$ cat config.mk
export PLATFORM = sky130hd
export DESIGN_NAME = pan_collector
export DESIGN_NICKNAME = d
export VERILOG_FILES = /design/src/rtl/pan_collector.sv
export SDC_FILE = /design/constraint.sdc
export NUM_CORES = 1
export LEC_CHECK = 0
export BUFFER_PORTS_ARGS = -buffer_cell sky130_fd_sc_hd__buf_2
export CORE_UTILIZATION = 47
export DETAILED_ROUTE_END_ITERATION = 8
export PLACE_DENSITY = 0.85
export SLEW_MARGIN = 10
export SYNTH_ARGS = -nofsm -noshare
export SYNTH_HDL_FRONTEND = slang
export SYNTH_SLANG_ARGS = --single-unit
$ cat constraint.sdc
create_clock -name clk -period 2.8 [get_ports clk]
set_input_delay 0.56 -clock clk [delete_from_list [all_inputs] [get_ports clk]]
set_output_delay 0.56 -clock clk [all_outputs]
set_load 0.02 [all_outputs]
$ cat src/rtl/pan_collector.sv
// pan_collector: gathers a variable-length BCD PAN from a digit stream,
// flags short/long/non-decimal input, and holds the finished record behind
// a valid/ready handshake so the downstream checker can stall the source.
//
// Handshake: the record is offered while out_valid is high and is consumed
// on any rising edge where out_valid && out_ready. The offer never drops
// before consumption, and the held fields stay constant while it stands.
// in_ready tells the digit source whether start/digit/pan_end are accepted
// this cycle. It is low only while a record waits with out_ready low.
module pan_collector #(
  parameter int MIN_LEN    = 12,
  parameter int MAX_LEN    = 19,
  parameter int IIN_DIGITS = 6
) (
  input  logic                 clk,
  input  logic                 rst,
  input  logic                 start,
  input  logic                 pan_end,
  input  logic                 digit_valid,
  input  logic [3:0]           digit_in,
  output logic                 in_ready,
  output logic                 out_valid,
  input  logic                 out_ready,
  output logic [4*MAX_LEN-1:0] pan_bcd,
  output logic [4:0]           len_final,
  output logic [31:0]          iin_prefix,
  output logic                 err_short,
  output logic                 err_long,
  output logic                 err_digit,
  output logic                 card_done,
  output logic                 aborted
);

  typedef enum logic [1:0] {
    IDLE    = 2'd0,
    COLLECT = 2'd1,
    HOLD    = 2'd2
  } state_t;

  state_t     state;
  state_t     state_next;
  logic [4:0] count;
  logic [4:0] len_next;
  logic       clear;
  logic       accept;
  logic       bad_digit;
  logic       overflow;
  logic       finish;
  logic       restart;

  // State register; reset drops any partial card without a pulse.
  always_ff @(posedge clk or posedge rst) begin
    if (rst) state <= IDLE;
    else     state <= state_next;
  end

  // Next state plus per-cycle datapath controls, with start taking priority.
  always_comb begin
    state_next = state;
    clear      = 1'b0;
    accept     = 1'b0;
    bad_digit  = 1'b0;
    overflow   = 1'b0;
    finish     = 1'b0;
    restart    = 1'b0;
    case (state)
      IDLE: begin
        if (start) begin
          clear      = 1'b1;
          state_next = COLLECT;
        end
      end
      COLLECT: begin
        if (start) begin
          // Restart drops any digit or pan_end that arrives in the same cycle.
          clear   = 1'b1;
          restart = 1'b1;
        end else begin
          if (digit_valid) begin
            if (digit_in > 4'd9)              bad_digit = 1'b1;
            else if (count < 5'(MAX_LEN))     accept    = 1'b1;
            else                              overflow  = 1'b1;
          end
          if (pan_end) begin
            finish     = 1'b1;
            state_next = HOLD;
          end
        end
      end
      HOLD: begin
        if (out_ready) begin
          if (start) begin
            clear      = 1'b1;
            state_next = COLLECT;
          end else begin
            state_next = IDLE;
          end
        end
      end
      default: state_next = IDLE;
    endcase
  end

  // A digit accepted together with pan_end still counts toward the length.
  assign len_next  = count + {4'd0, accept};
  assign in_ready  = (state != HOLD) || out_ready;
  assign out_valid = (state == HOLD);

  // Digit buffer, counters, sticky error flags and one-cycle pulses.
  always_ff @(posedge clk or posedge rst) begin
    if (rst) begin
      pan_bcd    <= '0;
      count      <= '0;
      len_final  <= '0;
      iin_prefix <= '0;
      err_short  <= 1'b0;
      err_long   <= 1'b0;
      err_digit  <= 1'b0;
      card_done  <= 1'b0;
      aborted    <= 1'b0;
    end else begin
      card_done <= finish;
      aborted   <= restart;
      if (clear) begin
        pan_bcd    <= '0;
        count      <= '0;
        len_final  <= '0;
        iin_prefix <= '0;
        err_short  <= 1'b0;
        err_long   <= 1'b0;
        err_digit  <= 1'b0;
      end else begin
        if (accept) begin
          for (int i = 0; i < MAX_LEN; i++) begin
            if (count == 5'(i)) pan_bcd[4*i +: 4] <= digit_in;
          end
          for (int i = 0; i < IIN_DIGITS; i++) begin
            if (count == 5'(i)) iin_prefix[4*i +: 4] <= digit_in;
          end
          count <= len_next;
        end
        if (bad_digit) err_digit <= 1'b1;
        if (overflow)  err_long  <= 1'b1;
        if (finish) begin
          len_final <= len_next;
          err_short <= (len_next < 5'(MIN_LEN));
        end
      end
    end
  end

endmodule
==> flow_summary.yaml, run 1 <==
clocking:
  clock_tree.root_cell: "clkbuf_8"
  ctsLongestPathBuffers: 2
  post-cts-setup-buffers: 0
  htree_num_levels: 3
  numClockSinks: 93
  cts_made_buffers: 9
  worst_setup_hold_path_clk_slew_ns: 0.10
  cts_tree: "yes"
  insertion_delay_ns: 0.36
  post_cts_resized: 0
  cts_hold_repair.buffers: 0
sta:
  period_utilization_pct: 84.8
  slew_headroom_pct: 52.8
  setup_total_negative_slack_ns: 0
  final_period_minus_worst_setup_slack_ns: 2.37
  final-setup-viol-count: 0
  timing_worst_slew_pin_value_ns: 0.708
  slew_viol_final: 0
  post-route-worst-setup-slack_ns: 0.427
  fmax_mhz: 421
  final-hold-violation-count: 0
  skew_ns: 0.0102
  rsz0062_at_grt: "false"
drt:
  drc_errors: 0
  routed_wl_um: 10700
  drt.antenna.violating_nets: 0
  drt-vias-per-instance: 5.34
  route.vias.total: 3486
  wire_per_inst_um: 16.4
  initialDrtViolationCount: 155
  number_of_detailed_routing_iterations_run_before_antenna_repair: 4
yosys:
  seq_area_frac_synth_pct: 51.0
  synth_seq_cells: 93
  ys_types: 42
  netlist_area_um2: 4560
  synth_top_cells_by_count: "93 x dfrtp_1, 67 x nor2_1, 60 x mux2i_1"
  synth_top_cell_by_area: "dfrtp_1"
  synth_enable_flop_cells: 0
  post-synth-top-count-cell: "dfrtp_1"
  synthesis.instances: 432
  synth_top_cells_by_area: "dfrtp_1 51%, mux2i_1 13%, nor2_1 5.5%"
  synth_top_flop_cell: "dfrtp_1"
  yosys_warnings: 0
  synthDominantCellAreaShare_pct: 51.0
  syn_avg_cell_area_um2: 10.6
  synth_async_sr_flop_share_pct: 100
run_status:
  status: "finished clean"
die:
  fp-row-count: 35
  core_region_area_um2: 9330
  top_level_ports: 130
  effective_utilization_at_floorplan_pct: 48.9
  die_area_um2: 10100
  die_height_um: 100
  die_width_um: 100
setup_path:
  crit-reg2reg-launch: "count[1]$_DFFE_PP0P_"
  arrival_ns: 2.66
  timing.critical_path.cells: "a211o_1 > a211oi_4 > ha_1 > ha_1 > and4b_1 > o22ai_1 > a22oi_1 > o21ai_0"
  r2r_cells: 8
  worst_setup_path_start_kind: "register"
  critical_path_class: "reg -> reg"
  regToRegSetupSlack_ns: 0.43
  cp_data_required_time_ns: 3.08
  critPathCaptureType: "register"
  worstSetupStartpoint: "count[1]$_DFFE_PP0P_"
  worst_path_cell_with_the_longest_stage_delay: "dfrtp_1"
  crit_end: "err_short$_DFFE_PP0P_"
  cp_common_cell: "ha_1"
  path_max_fanout: 7
  timing.rr.end: "err_short$_DFFE_PP0P_"
  slowest_delay_ns: 0.40
placement:
  placement.cell_area_um2: 5090
  detailed_placer_s_ending_hpwl_um: 7360
  io_buffer_count: 121
  pre_cts_slack_ns: 0.216
  finalWeightedCongestion: 0.785
grt:
  grt_pass1_wl_um: 16900
  number_of_antenna_violations_at_the_first_check_in_global_routing: 0
  grt_util_all_layers_pct: 21.8
  global_route.overflow_total: 0
  number_of_global_route_vias_before_repair: 3211
  grt_start_max_net_pins: 94
power_and_ir_drop:
  power_density_nw_per_um2: 484
  cellLeakagePower_nw: 2.83
  vdd.ir_drop.worst_v: 0.000279
layout:
  antenna_fix_cells: 0
  post-route-cell-area_um2: 5310
  final_net_count: 531
  post_route_cells_drive_above_1_share_pct: 31.3
  layout-area-overhead-vs-synth_pct: 16.4
worst_hold_path:
  timing.hold.worst.class: "in -> async"
job:
  max_cap_viol_count: 0
[final cells by class]
type                    count  area (µm²)
inverters                   5        22.5
flip-flops and latches     93        2330
repair buffers            136         743
well taps                 129         161
multi-input cells         274        1840
clock inverters             6        76.3
fillers                   815        4020
clock buffers              10         138
[metal layers]
metal | vias up | global-route usage, % | part of all wire (%)
li1 | 1624 | - | -
met4 | 0 | 6.80 | 1.5
met5 | - | 0 | 0
met1 | 1707 | 29.3 | 44
met3 | 13 | 4.58 | 6.8
met2 | 142 | 35.7 | 48
[how the worst min path moves through the flow]
stage	depth (start not counted)	startpoint	end
6_report	3	rst	pan_bcd[35]$_DFFE_PP0P_
5_1_grt	3	rst	pan_bcd[34]$_DFFE_PP0P_
4_1_cts	3	rst	pan_bcd[50]$_DFFE_PP0P_
3_5_place_dp	2	err_digit$_DFFE_PP0P_	err_digit$_DFFE_PP0P_
3_3_place_gp	2	err_digit$_DFFE_PP0P_	err_digit$_DFFE_PP0P_
2_1_floorplan	1	state[1]$_DFFE_PP0P_	state[0]$_DFFE_PP0P_
[layout by cell type, fill, tap and decap left out, types with 2 or more instances in the layout]
cell type | netlist | routed
nor4_4 | 5 | 5
nor4b_1 | 2 | 2
ha_1 | 2 | 2
clkbuf_8 | 0 | 10
dfrtp_1 | 93 | 93
buf_2 | 13 | 121
nand4_1 | 11 | 11
nand2_1 | 19 | 19
mux2i_1 | 60 | 60
a21oi_1 | 11 | 11
nand2b_1 | 2 | 2
nand4bb_1 | 2 | 2
buf_4 | 32 | 13
nor3_1 | 2 | 2
nor3b_2 | 2 | 2
xnor2_1 | 2 | 2
and4_1 | 5 | 5
nor2b_1 | 4 | 4
nor2_1 | 67 | 67
nand3_1 | 24 | 24
o21ai_0 | 16 | 15
o21ai_1 | 5 | 6
inv_1 | 4 | 3
conb_1 | 1 | 8
nor4bb_1 | 3 | 3
nand4b_1 | 3 | 3
buf_12 | 0 | 2
a211oi_1 | 3 | 3
and4b_1 | 3 | 3
inv_6 | 0 | 4
[metrics by stage]
stage	power (mW)	util [%]	hold slack, ns	std cells
floorplan	1.57	-	0.505	439
global placement	1.63	54.6	0.475	637
detailed placement	1.64	54.6	0.484	637
CTS	2.59	56.9	0.325	653
global route	2.66	56.9	0.369	653
finish	2.57	56.9	0.306	653
[power breakdown]
group	internal (mW)	switching, mW
registers	1.36	0.0128
clock network	0.457	0.503
logic	0.0615	0.175
[state kept, by name (all words and copies together), names as in the netlist]
name	cells
err_digit	1
len_final	5
count	5
aborted	1
state	2
err_long	1
card_done	1
err_short	1
pan_bcd	52
iin_prefix	24
[logic make-up after synthesis]
logic type,synth area share (%)
AO/OA/AOI/OAI,5.65
multiplexers,13.2
flip-flops,51.0
adder cells (fa/ha/maj),0.549
other,0.0822
buffers and inverters,9.25
XOR/XNOR,0.576
AND/OR/NAND/NOR,19.7
[worst max-delay path: cells and delay by family (launching register included)]
| family | cells | cell delay, ns |
|---|---|---|
| AND/OR/NAND/NOR | 1 | 0.22 |
| flip-flops | 1 | 0.40 |
| adder cells (fa/ha/maj) | 2 | 0.59 |
| AO/OA/AOI/OAI | 5 | 1.08 |
No activity file was read; power rests on OpenSTA's default activity.
==> run 2, diff against run 1 <==
--- a/config.mk
+++ b/config.mk
@@ -5,6 +5,7 @@
 export SDC_FILE = /design/constraint.sdc
 export NUM_CORES = 1
 export LEC_CHECK = 0
+export ABC_AREA = 1
 export BUFFER_PORTS_ARGS = -buffer_cell sky130_fd_sc_hd__buf_2
 export CORE_UTILIZATION = 47
 export DETAILED_ROUTE_END_ITERATION = 8
==> constraint.sdc (replaced) <==
create_clock -name clk -period 2.15 [get_ports clk]
set_input_delay 0.43 -clock clk [delete_from_list [all_inputs] [get_ports clk]]
set_output_delay 0.43 -clock clk [all_outputs]
set_load 0.02 [all_outputs]
==> flow_summary.yaml, run 2 <==
die:
  fp-row-count: 35
  die_width_um: 100
  top_level_ports: 130
  core_region_area_um2: 9280
  die_height_um: 100
  effective_utilization_at_floorplan_pct: 48.8
  die_area_um2: 10000
sta:
  timing_worst_slew_pin_value_ns: 0.974
  rsz0062_at_grt: "false"
  final-setup-viol-count: 0
  final-hold-violation-count: 0
  fmax_mhz: 501
  slew_headroom_pct: 35.0
  setup_total_negative_slack_ns: 0
  period_utilization_pct: 92.9
  slew_viol_final: 0
  skew_ns: 0.00882
  final_period_minus_worst_setup_slack_ns: 2.00
power_and_ir_drop:
  power_density_nw_per_um2: 693
  switching_share_of_power_pct: 29.9
  power.combinational.fraction_pct: 15.1
  p_switching_mw: 1.10
  cell_internal_pwr_mw: 2.57
  clock_power_share_pct: 35.5
  cellLeakagePower_nw: 3.27
  seq_power_share_pct: 49.4
  vdd.ir_drop.worst_v: 0.000354
yosys:
  synth_top_cells_by_area: "dfrtp_1 51%, nand2_1 16%, nand3_1 12%"
  synth_top_cells_by_count: "189 x nand2_1, 105 x nand3_1, 93 x dfrtp_1"
  ys_types: 26
  seq_area_frac_synth_pct: 51.3
  netlist_area_um2: 4530
  yosys_warnings: 0
  synth_top_flop_cell: "dfrtp_1"
  synthesis.instances: 550
  synth_seq_cells: 93
  synth_enable_flop_cells: 0
  post-synth-top-count-cell: "nand2_1"
  synth_top_cell_by_area: "dfrtp_1"
  syn_avg_cell_area_um2: 8.24
  synth_async_sr_flop_share_pct: 100
  synthDominantCellAreaShare_pct: 51.3
layout:
  final_net_count: 663
  antenna_fix_cells: 0
  post-route-cell-area_um2: 5290
  fillers: 848
  layout-area-overhead-vs-synth_pct: 16.7
  regArea_um2: 2330
  layout.cells.most_common_list: "189 x nand2_1, 121 x buf_2, 105 x nand3_1"
  largest_registers: "pan_bcd: 52 flops, iin_prefix: 24 flops"
  largest_reg_flops: 52
  regMostFlops: "pan_bcd"
  layout.cells.most_common: "nand2_1"
  post_route_cells_drive_above_1_share_pct: 26.2
  multiInputGateArea_um2: 1690
job:
  max_cap_viol_count: 0
clocking:
  htree_num_levels: 3
  insertion_delay_ns: 0.37
  worst_setup_hold_path_clk_slew_ns: 0.09
  post-cts-setup-buffers: 0
  post_cts_resized: 0
  cts_tree: "yes"
  cts_made_buffers: 9
  cts_hold_repair.buffers: 0
  ctsLongestPathBuffers: 2
  clock_tree.root_cell: "clkbuf_8"
  numClockSinks: 93
drt:
  drt-vias-per-instance: 5.08
  drc_errors: 0
  route.vias.total: 3984
  routed_wl_um: 11000
  initialDrtViolationCount: 274
  number_of_detailed_routing_iterations_run_before_antenna_repair: 6
  wire_per_inst_um: 14.1
  drt.antenna.violating_nets: 0
setup_path:
  arrival_ns: 2.29
  cp_data_required_time_ns: 2.44
  path_max_fanout: 7
  critPathCaptureType: "register"
  worst_setup_path_start_kind: "register"
  critical_path_class: "reg -> reg"
placement:
  finalWeightedCongestion: 0.902
  io_buffer_count: 121
  placement.cell_area_um2: 5070
  detailed_placer_s_ending_hpwl_um: 7870
grt:
  grt_start_max_net_pins: 42
  global_route.overflow_total: 0
  number_of_global_route_vias_before_repair: 3721
  number_of_antenna_violations_at_the_first_check_in_global_routing: 0
  grt_pass1_wl_um: 18000
  grt_util_all_layers_pct: 23.1
worst_hold_path:
  timing.hold.worst.class: "in -> async"
run_status:
  status: "finished clean"
==> run 2: changes by cell type after synthesis, sizes merged, moves of 10 or more <==
| cell | previous run | this run |
|---|---|---|
| nand2 | 19 | 191 |
| nand3 | 24 | 111 |
| mux2i | 60 | 0 |
| inv | 4 | 39 |
| nor2 | 67 | 42 |
| clkbuf | 20 | 1 |
| nand4 | 11 | 0 |
| a21oi | 11 | 1 |
| o21ai | 21 | 11 |
==> run 2: metal layers <==
layer	track usage (%)	up-vias	share of wire, %
met4	11.3	0	2.3
met5	0	-	0
met3	3.69	25	6.7
met2	37.9	170	49
met1	29.8	1892	42
li1	-	1897	-
==> run 2: power groups by stage <==
| stage | Clock [mW] | Sequential, mW | Combinational, mW |
|---|---|---|---|
| 2_1_floorplan | 0 | 1.87 | 0.396 |
| 3_3_place_gp | 0 | 1.84 | 0.541 |
| 3_5_place_dp | 0 | 1.85 | 0.554 |
| 4_1_cts | 1.32 | 1.81 | 0.557 |
| 5_1_grt | 1.37 | 1.82 | 0.616 |
| 6_report | 1.30 | 1.81 | 0.553 |
==> run 2: cells by family after synthesis <==
group           synth area share (%)
other cells                   0.0827
fa+ha+maj                      0.552
flops                           51.3
compound gates                  1.32
simple gates                    34.3
xor+xnor                       0.386
buf+inv                         12.0
==> run 2: per-stage QoR <==
| step | util, % | total power, mW | worst slack, ns | hold slack, ns | instances |
|---|---|---|---|---|---|
| after floorplan | - | 2.26 | 0.141 | 0.534 | 557 |
| after global placement | 54.6 | 2.38 | 0.200 | 0.455 | 769 |
| after detailed placement | 54.6 | 2.40 | 0.124 | 0.464 | 769 |
| after CTS | 57.0 | 3.69 | 0.176 | 0.113 | 785 |
| after global routing | 57.0 | 3.80 | 0.0146 | 0.133 | 785 |
| final | 57.0 | 3.67 | 0.154 | 0.101 | 785 |
==> run 2: worst max-delay path, cell delays in order (launching register included) <==
cell and delay (ns):
dfrtp_1 0.49, nor2_4 0.21, a21oi_1 0.11, nor2_2 0.14, ha_1 0.18, ha_1 0.23
xor2_1 0.22, nor2b_1 0.20, nand2_1 0.06, o21ai_0 0.06
==> run 2: area by class of cell <==
cell class | count | share of cell area (%)
repair buffers | 132 | 13.5
clock inverters | 7 | 1.84
clock buffers | 9 | 2.34
multi-input cells | 370 | 31.9
well taps | 129 | 3.05
flip-flops and latches | 93 | 44.0
inverters | 45 | 3.41
==> run 2: path summary, 6_finish.rpt <==
kind                       slack (ns)                     start  cells past startpoint                         end
max                              0.15      count[2]$_DFFE_PP0P_                      9        count[2]$_DFFE_PP0P_
max reg2reg                      0.15      count[2]$_DFFE_PP0P_                      9        count[2]$_DFFE_PP0P_
min                              0.10                       rst                      2  iin_prefix[19]$_DFFE_PP0P_
min reg2reg                      0.48  len_final[1]$_DFFE_PP0P_                      2    len_final[1]$_DFFE_PP0P_
max in group asynchronous        1.40                       rst                      3     pan_bcd[24]$_DFFE_PP0P_
min in group clk                 0.34                     start                      3           aborted$_DFF_PP0_
==> run 3, diff against run 2 <==
==> config.mk (replaced) <==
export PLATFORM = sky130hd
export DESIGN_NAME = pan_collector
export DESIGN_NICKNAME = d
export VERILOG_FILES = /design/src/rtl/pan_collector.sv
export SDC_FILE = /design/constraint.sdc
export NUM_CORES = 1
export LEC_CHECK = 0
export CORE_UTILIZATION = 57
export DETAILED_ROUTE_END_ITERATION = 8
export DONT_BUFFER_PORTS = 1
export PLACE_DENSITY = 0.84
export SLEW_MARGIN = 10
export SYNTH_ARGS = -nofsm -noshare
export SYNTH_HDL_FRONTEND = slang
export SYNTH_SLANG_ARGS = --single-unit
==> flow_summary.yaml, run 3 (synthesis results as in run 1) <==
run_status:
  status: "finished clean"
power_and_ir_drop:
  vdd.ir_drop.worst_v: 0.000368
  cellLeakagePower_nw: 2.18
  total_power_mw: 3.33
  power_density_nw_per_um2: 707
setup_path:
  crit-reg2reg-launch: "state[1]$_DFFE_PP0P_"
  timing.rr.end: "err_short$_DFFE_PP0P_"
  worst_path_cell_with_the_longest_stage_delay: "dfrtp_1"
  path_max_fanout: 7
  regToRegSetupSlack_ns: 0.12
  critPathTopFamily: "compound AO/OA/AOI/OAI gates"
  worst_setup_path_start_kind: "register"
  r2r_cells: 8
  arrival_ns: 2.32
  crit_buf_inv: 0
  critPathCaptureType: "register"
  cp_data_required_time_ns: 2.45
  timing.critical_path.cells: "nand4bb_2 > a211oi_4 > ha_2 > ha_4 > and4b_1 > o22ai_1 > a22oi_1 > o21ai_1"
  slowest_delay_ns: 0.43
  critical_path_class: "reg -> reg"
die:
  core_region_area_um2: 7730
  top_level_ports: 130
  die_height_um: 91.4
  die_width_um: 91.4
  fp-row-count: 32
  die_area_um2: 8360
  effective_utilization_at_floorplan_pct: 59.0
layout:
  layout.cells.most_common_list: "93 x dfrtp_1, 67 x nor2_1, 60 x mux2i_1"
  regMostFlops: "pan_bcd"
  final_net_count: 411
  fillers: 625
  layout-area-overhead-vs-synth_pct: 3.24
  core_occupancy_in_the_finished_layout_pct: 60.9
  antenna_fix_cells: 0
  post-route-cell-area_um2: 4710
  largest_reg_flops: 52
  post_route_cells_drive_above_1_share_pct: 11.9
  largest_registers: "pan_bcd: 52 flops, iin_prefix: 24 flops"
  layout.cells.most_common: "dfrtp_1"
grt:
  grt_util_all_layers_pct: 24.3
  global_route.overflow_total: 0
  number_of_global_route_vias_before_repair: 3019
  number_of_antenna_violations_at_the_first_check_in_global_routing: 0
  grt_pass1_wl_um: 15700
  grt_start_max_net_pins: 94
clocking:
  post-cts-setup-buffers: 0
  ctsLongestPathBuffers: 2
  cts_tree: "yes"
  cts_made_buffers: 9
  worst_setup_hold_path_clk_slew_ns: 0.09
  insertion_delay_ns: 0.37
  htree_num_levels: 3
  numClockSinks: 93
  clock_tree.root_cell: "clkbuf_8"
placement:
  io_buffer_count: 0
  placement.cell_area_um2: 4480
  detailed_placer_s_ending_hpwl_um: 6450
  finalWeightedCongestion: 0.817
  pre_cts_slack_ns: 0.141
job:
  max_cap_viol_count: 0
drt:
  drt.antenna.violating_nets: 0
  routed_wl_um: 9800
  route.vias.total: 3061
  drc_errors: 0
  initialDrtViolationCount: 192
  number_of_detailed_routing_iterations_run_before_antenna_repair: 4
  wire_per_inst_um: 19.4
  drt-vias-per-instance: 6.05
sta:
  final_period_minus_worst_setup_slack_ns: 2.03
  final-setup-viol-count: 0
  skew_ns: 0.0142
  fmax_mhz: 494
  period_utilization_pct: 94.2
  timing_worst_slew_pin_value_ns: 0.504
  slew_viol_final: 0
  setup_total_negative_slack_ns: 0
  slew_headroom_pct: 66.4
  final-hold-violation-count: 0
  post-route-worst-setup-slack_ns: 0.124
  rsz0062_at_grt: "false"
worst_hold_path:
  timing.hold.worst.class: "in -> async"
-- run 3: cell types whose count changed in the layout (fill, tap and decap cells not counted), sizes merged, moves of 11 or more --
cell	change
inv	-36
nand2	-172
nand3	-87
buf	-116
nor2	+25
mux2i	+60
nand4	+11
-- run 3: per-stage QoR --
| step | instances | hold WS [ns] |
|---|---|---|
| 2_1_floorplan | 439 | 0.505 |
| 3_3_place_gp | 490 | 0.472 |
| 3_5_place_dp | 490 | 0.481 |
| 4_1_cts | 506 | 0.0779 |
| 5_1_grt | 506 | 0.0788 |
| 6_report | 506 | 0.0390 |
-- run 3: power by group --
group          total (mW)  switching [mW]  internal [mW]  leakage, nW
combinational       0.223           0.161         0.0618        0.778
clock                1.29           0.629          0.660        0.111
sequential           1.82          0.0472           1.77         1.29
total                3.33           0.837           2.49         2.18
-- run 3: timing repair --
action,in CTS,in global routing
endpoints found under the setup margin,0,1
hold buffers,0,0
gates resized for setup,0,1
-- run 3: layout make-up --
cell class / instances / area [µm²] / area share, %
clock buffer: 9 / 124 / 2.63
clock inverter: 7 / 97.6 / 2.07
inverter: 5 / 22.5 / 0.478
multi-input combinational: 274 / 1860 / 39.6
sequential: 93 / 2330 / 49.4
tap: 102 / 128 / 2.71
timing repair buffer: 16 / 145 / 3.08
-- run 3: worst max-delay path by stage --
stage | from | endpoint | slack (ns) | cells after the start
CTS | state[1]$_DFFE_PP0P_ | err_short$_DFFE_PP0P_ | 0.14 | 8
detailed placement | start | err_short$_DFFE_PP0P_ | 0.14 | 8
floorplan | count[1]$_DFFE_PP0P_ | err_short$_DFFE_PP0P_ | -0.05 | 10
global route | state[1]$_DFFE_PP0P_ | err_short$_DFFE_PP0P_ | 0.02 | 8
finish | state[1]$_DFFE_PP0P_ | err_short$_DFFE_PP0P_ | 0.12 | 8
global placement | start | err_short$_DFFE_PP0P_ | 0.20 | 8
-- run 3: layer usage --
metal / share of wire [%] / wire length, µm / GRT usage (%) / vias up
met4: 1.5 / 150 / 9.13 / 0
li1: - / - / - / 1390
met1: 44 / 4300 / 32.0 / 1536
met3: 8.0 / 784 / 8.38 / 17
met2: 47 / 4570 / 37.2 / 118
met5: 0 / 0 / 0 / -
